File: src/rtl/h6_mul_sequencer.sv
// H6 multiply sequencer: steps the H6 datapath through clear, load, N_ITER
// shift/add iterations and a two-register writeback, with abort and reject.
module h6_mul_sequencer #(
   parameter int unsigned N_ITER = 16
) (
   input  logic       CLK,
   input  logic       CLR,
   input  logic       start,
   input  logic       abort,
   input  logic [2:0] dst,
   output logic       busy,
   output logic       done,
   output logic       err,
   output logic       Rst_H6,
   output logic       MUL1,
   output logic       MUL2_1,
   output logic       MUL2_2,
   output logic       inQLK,
   output logic       inTWO,
   output logic       inTHREE,
   output logic       inFOUR,
   output logic       ALS_H6_a,
   output logic       ALS_H6_q,
   output logic [7:0] SR
);

   // One spare bit so the post-increment value N_ITER never wraps
   localparam int unsigned CW = $clog2(N_ITER) + 1;

   typedef enum logic [3:0] {
      IDLE, CLEAR, LOAD, STEP2, STEP3, STEP4, WB_Q, WB_A, DONE
   } state_t;

   state_t        state_q, state_d;
   logic [CW-1:0] cnt_q, cnt_d;
   logic [2:0]    dst_q, dst_d;
   logic          err_q, err_d;

   always_ff @(posedge CLK or negedge CLR) begin
      if (!CLR) begin
         state_q <= IDLE;
         cnt_q   <= '0;
         dst_q   <= '0;
         err_q   <= 1'b0;
      end else begin
         state_q <= state_d;
         cnt_q   <= cnt_d;
         dst_q   <= dst_d;
         err_q   <= err_d;
      end
   end

   always_comb begin
      state_d = state_q;
      cnt_d   = cnt_q;
      dst_d   = dst_q;
      err_d   = 1'b0;
      if (state_q == IDLE) begin
         // abort outranks start; R4/R5 targets are refused with a one-cycle err
         if (start && !abort) begin
            if (dst == 3'd4 || dst == 3'd5) begin
               err_d = 1'b1;
            end else begin
               dst_d   = dst;
               state_d = CLEAR;
            end
         end
      end else if (abort) begin
         state_d = IDLE;
      end else begin
         case (state_q)
            CLEAR: begin
               cnt_d   = '0;
               state_d = LOAD;
            end
            LOAD:  state_d = STEP2;
            STEP2: state_d = STEP3;
            STEP3: state_d = STEP4;
            STEP4: begin
               cnt_d   = cnt_q + CW'(1);
               state_d = (cnt_q == CW'(N_ITER - 1)) ? WB_Q : STEP2;
            end
            WB_Q:  state_d = WB_A;
            WB_A:  state_d = DONE;
            DONE:  state_d = IDLE;
            default: state_d = IDLE;
         endcase
      end
   end

   always_comb begin
      busy     = (state_q != IDLE);
      done     = 1'b0;
      err      = err_q;
      Rst_H6   = 1'b0;
      MUL1     = 1'b0;
      MUL2_1   = 1'b0;
      MUL2_2   = 1'b0;
      inQLK    = 1'b0;
      inTWO    = 1'b0;
      inTHREE  = 1'b0;
      inFOUR   = 1'b0;
      ALS_H6_a = 1'b0;
      ALS_H6_q = 1'b0;
      SR       = '0;
      case (state_q)
         CLEAR: Rst_H6 = 1'b1;
         LOAD: begin
            MUL1   = 1'b1;
            MUL2_1 = 1'b1;
            inQLK  = 1'b1;
         end
         STEP2: inTWO   = 1'b1;
         STEP3: inTHREE = 1'b1;
         STEP4: inFOUR  = 1'b1;
         WB_Q: begin
            ALS_H6_q = 1'b1;
            SR       = 8'b0000_0001 << dst_q;
         end
         WB_A: begin
            ALS_H6_a = 1'b1;
            SR       = 8'b0000_0001 << (dst_q + 3'd1);
         end
         DONE: done = 1'b1;
         default: ;
      endcase
   end

endmodule

File: config.mk
export PLATFORM = sky130hd
export DESIGN_NAME = h6_mul_sequencer
export DESIGN_NICKNAME = d
export VERILOG_FILES = /design/src/rtl/h6_mul_sequencer.sv
export SDC_FILE = /design/constraint.sdc
export NUM_CORES = 1
export LEC_CHECK = 0
export BUFFER_PORTS_ARGS = -buffer_cell sky130_fd_sc_hd__buf_2
export CORE_ASPECT_RATIO = 0.9
export CORE_MARGIN = 1.5
export CORE_UTILIZATION = 45
export CTS_BUF_LIST = sky130_fd_sc_hd__clkbuf_16
export DETAILED_ROUTE_END_ITERATION = 16
export PLACE_DENSITY = 0.76
export SLEW_MARGIN = 20
export SYNTH_ARGS = -nofsm -noshare
export SYNTH_HDL_FRONTEND = slang
export SYNTH_SLANG_ARGS = --single-unit
File: constraint.sdc
create_clock -name CLK -period 2 [get_ports CLK]
set_clock_uncertainty 0.05 [all_clocks]
set_input_delay 0.3 -clock CLK [delete_from_list [all_inputs] [get_ports CLK]]
set_output_delay 0.3 -clock CLK [all_outputs]
set_load 0.005 [all_outputs]
# Word level (Yosys, flattened, before mapping)
# Index checks and enable logic that the tools add are counted.
# totals
inputBits	7
reg_bits	13
word_cells	52
# classes
n_shift	2
eq_ne	13
muxes	19
bitwise	3
n_reduce_logical	9
n_addsub	2
# ops
operator	count
case mux 4 bit (7 select lines)	1
equality test 4 x 3 -> 1 bit, second input constant	4
2-to-1 mux 4 bit	4
case mux 8 bit (2 select lines)	1
<< shifter 1 x 3 -> 8 bit, first input constant	2
2-to-1 mux 1 bit	11
case mux 5 bit (2 select lines)	1
equality test 4 x 2 -> 1 bit, second input constant	2
equality test 3 bit, second input constant	2
AND reduction 3 bit	2
adder 5 x 1 -> 5 bit, second input constant	1
equality test 5 x 4 -> 1 bit, second input constant	1
equality test 4 x 1 -> 1 bit, second input constant	1
equality test 4 bit, second input constant	1
logical NOT 4 bit	1
nonzero test 4 bit	1
adder 3 x 1 -> 3 bit, second input constant	1
2-to-1 mux 3 bit	1
inverter 1 bit	3
inequality test 2 x 1 -> 1 bit, second input constant	1
inequality test 2 bit, second input constant	1
AND reduction 2 bit	1
nonzero test 2 bit	1
logical AND 1 bit	1
other kinds (2)	2

# Depth between registers and ports, before layout
# depth
ltp_word	5
mapped_depth	6
depth_no_buf	6

# Worst setup path after synthesis
# Ideal clock, no wire load.
# synth_timing
path_type	register to register
from	reg state_q[3]
to	reg cnt_q[3]
required_ns	1.873
period_less_slack_ns	1.708
arrival_time_ns	1.581
setup_slack_ns	0.292
n_path_buf	2
path_stages_with_launch	6
cell_sequence	dfrtp_1 -> buf_6 -> or4b_4 -> buf_6 -> or3_1 -> a21oi_1
# synth_between
elab_chain_cells	3
word_cells_on_any_way	7
classes_between	eq/ne: 2; mux: 1; bitwise: 1; reduce/logical: 3
# synth_rtl
item	line_no	text
start: declaration	34	state_t state_q, state_d;
start signal: assignment	46	state_q <= state_d;
equality test 4 x 3 -> 1 bit (tied with other cells)	71	case (state_q)
nonzero test 2 bit (no source line) or inverter 1 bit (tied branches)	-	
AND reduction 3 bit (no source line)	-	
end signal: assignment	47	cnt_q <= cnt_d;
end: declaration	35	logic [CW-1:0] cnt_q, cnt_d;
# Several ways; a longest one is shown, not always the timed one.
# A chain may end at the register's enable or synchronous reset.

# Final worst setup path
# layout_timing
from	reg dst_q[0]
to	out SR[0]
# layout_between
elab_chain_cells	3
word_cells_on_any_way	4
classes_between	add/sub: 1; shift: 2; mux: 1
# layout_rtl
item	line_no	text
start: declaration	36	logic [2:0] dst_q, dst_d;
start signal: assignment	48	dst_q <= dst_d;
adder 3 x 1 -> 3 bit	122	SR = 8'b0000_0001 << (dst_q + 3'd1);
<< shifter 1 x 3 -> 8 bit	122	
case mux 8 bit (2 select lines) (*)	106	case (state_q)
end: declaration	24	output logic [7:0] SR
# Every way passes the cells marked *; elsewhere a longest branch is shown, timed or not.

==> flow_summary_export.csv <==
group,metric,value,unit
timing,rsz0062_at_grt,"yes",
synth,ys_ff_latch,13,
global_routing,overflow,0,
floorplan,core_area,0.00191,sq mm
worst_setup_path,crit_slowest_cell,"or4_4",
global_routing,grt_use_total,0.184,
cts,clk_pin_slew,0.04,ns
cts,cts_tree,"yes",
floorplan,die_area,0.00229,sq mm
global_routing,grt_pass1_wl,3.16,mm
finish,syn2layout_area_growth,32.3,%
route,drc_errors,0,
power,p_int,740,uW
timing,max_freq,0.500,GHz
worst_setup_path,endpoint_kind,"output port",
worst_setup_path,start_kind,"register",
route,drtPass1Iterations,4,
worst_setup_path,reg2reg_from,"state_q[3]",
synth,async_reset_ff_frac,1.00,
synth,synth_nets,120,
synth,ys_types,33,
worst_setup_path,max_stage_delay,0.46,ns
route,drt_iter0_drc,15,
finish,drive_gt1_frac,0.394,
synth,netlist_instances,110,
finish,register_area,329,sq um
global_routing,met2_usage,0.303,
finish,layout_common_cells,"26 x buf_2, 15 x nor2_1, 12 x nand2_1",
cts,clockBufferDepth,2,
finish,stdcell_area,0.00120,sq mm
floorplan,io_pins,28,
placed_design,place.gp.congestion,0.787,
floorplan,initial_core_util,0.473,
global_routing,antenna_found_initial,0,
worst_setup_path,critical_path_arrival,1.65,ns
route,wl_per_cell,11.4,microns
placed_design,place_area,0.00106,sq mm
synth,synth_edf_count,0,
timing,fin_ws,0.00105,ns
global_routing,grt_util_met1,0.245,
power,p_seq_frac,0.316,
placed_design,port_buffers,26,
placed_design,dp_worst_setup_slack,0.159,ns
finish,layout_commonest_cell,"buf_2",
route,drtAntennaViolNets,0,
power,p_per_area,888,mW/mm^2
power,vdd_drop_max,682,uV
power,power_frac_comb,0.328,
status,outcome,"finished clean",
worst_setup_path,path_cells,"ha_2 -> and3b_1 -> or4_4 -> nor2_2 -> buf_2",
synth,ys.flop_type,"dfrtp_1",
timing,fin_crit_sh,0.999,
global_routing,grt_pass1_vias,711,
floorplan,dieHeight,45.6,microns
timing,maxSlewViolCount,0,
synth,synth_top_area_frac,0.359,
worst_setup_path,cp_top_family,"simple AND/OR/NAND/NOR gates",
worst_setup_path,critPathRequiredTime,1.65,ns
timing,final.min_clock_period,2.00,ns
finish,fillers,175,
route,vias,862,
cts,cts_sinks,13,
worst_setup_path,critPathLaunch,"dst_q[0]",
cts,worst_skew_pair.late_latency,0.24,ns
timing,setup_viol,0,
synth,avgSynthCellArea,8.24,sq um
power,p_clk_frac,0.355,
global_routing,grt_max_degree,14,
power,swShare,0.305,
run,maxCapViolations,0,
min_path,worstHoldPathType,"primary input to register",
synth,netlist_area,906,sq um
worst_setup_path,crit_type,"register to output port",
power,total_power,1060,uW
power,switching_power,325,uW
global_routing,grt-busiest-layer,"met2",
timing,hold_viol,0,
synth,yosys.area.top_type,"dfrtp_1",
cts,root_buffer,"clkbuf_16",
synth,synth_seq_area_share,0.359,
cts,numCtsBuffers,3,
route,routed_wirelength,1.90,mm
power,leakagePower,0.000609,uW
timing,fin_tns_setup,0,ns
min_path,worstHoldStart,"start",
floorplan,die_x,50.3,microns
synth,yosys_warnings,0,
finish,n_antenna_cell,0,
finish,multi_input_area,520,sq um
worst_setup_path,cp_max_fo,4,
finish,nets,153,
worst_setup_path,crit_buf_inv,1,
floorplan,rows,15,
route,viasPerCell,5.16,
global_routing,gr-usage-met3,0.0493,
placed_design,dp_hpwl,1.42,mm
cts,htree_levels,1,
synth,synth_area_leaders,"dfrtp_1 36%, nor2_1 7.5%, nand2_1 5.0%",
[final timing paths]
check	end	cells after the start	slack, ns
min reg2reg	cnt_q[4]	2	0.45
min	dst_q[2]	2	0.21
min in group asynchronous	cnt_q[1]	2	0.43
max in group asynchronous	state_q[1]	2	1.22
max reg2reg	cnt_q[3]	4	0.19
max	SR[0]	5	0.001
[power groups by stage]
stage / registers, uW / logic (uW) / clock network (uW)
3_3_place_gp: 342 / 303 / 0
2_1_floorplan: 327 / 240 / 0
3_5_place_dp: 344 / 315 / 0
4_1_cts: 335 / 344 / 384
6_report: 337 / 349 / 378
5_1_grt: 342 / 391 / 403
[cells by family after synthesis]
family                     count (synthesis)  synth area share
other                                      1           0.00414
AOI/OAI and AO/OA                         15             0.104
muxes                                      6            0.0704
adders and majority gates                  3            0.0414
DFF                                       13             0.359
and+or+nand+nor                           57             0.327
buffers and inverters                     15            0.0939
[cells in the mapped netlist, types with 2 or more instances]
| library cell | n |
|---|---|
| nor2_1 | 18 |
| dfrtp_1 | 13 |
| nand2_1 | 12 |
| nand2b_1 | 7 |
| inv_1 | 6 |
| o21ai_0 | 5 |
| nor3_1 | 4 |
| a21oi_1 | 3 |
| buf_4 | 3 |
| ha_1 | 3 |
| mux2_2 | 3 |
| mux2i_1 | 3 |
| nand3_1 | 3 |
| nor2b_1 | 3 |
| a21boi_0 | 2 |
| a31oi_1 | 2 |
| buf_2 | 2 |
| buf_6 | 2 |
| nor4_1 | 2 |
[per-layer routing]
| layer | up-vias | routed length (microns) |
|---|---|---|
| met1 | 405 | 874 |
| met2 | 17 | 921 |
| met4 | 0 | 14 |
| met5 | - | 0 |
| li1 | 437 | - |
| met3 | 3 | 87 |
[timing repair]
item,4_1_cts,5_1_grt
setup buffers,3,0
gates resized for setup,5,6
pin swaps,1,0
hold endpoints to repair,13,0
hold buffers,1,0
endpoints found under the setup margin,5,7
[state kept, by name (all words and copies together) (netlist names)]
name	flops
dst_q	3
state_q	4
cnt_q	5
err	1
[per-stage QoR]
stage / util / hold slack, ns / instances
final: 0.626 / 0.210 / 167
after CTS: 0.620 / 0.204 / 167
after floorplan: - / -0.0456 / 110
after global placement: 0.552 / 0.160 / 159
after global routing: 0.626 / 0.207 / 167
after detailed placement: 0.552 / 0.157 / 159
[worst register-to-register path, cell delays in order (launching register included)]
cell     delay (ns)
dfrtp_2        0.42
buf_4          0.15
or4b_4         0.58
or3_1          0.37
a21oi_1        0.16
[area by class of cell]
| cell class | count | area share |
|---|---|---|
| timing repair buffer | 37 | 0.180 |
| inverter | 6 | 0.0188 |
| multi-input combinational | 82 | 0.434 |
| clock inverter | 1 | 0.00418 |
| sequential | 13 | 0.275 |
| clock buffer | 3 | 0.0626 |
| tap | 25 | 0.0261 |
No activity file was read; power rests on OpenSTA's default activity.
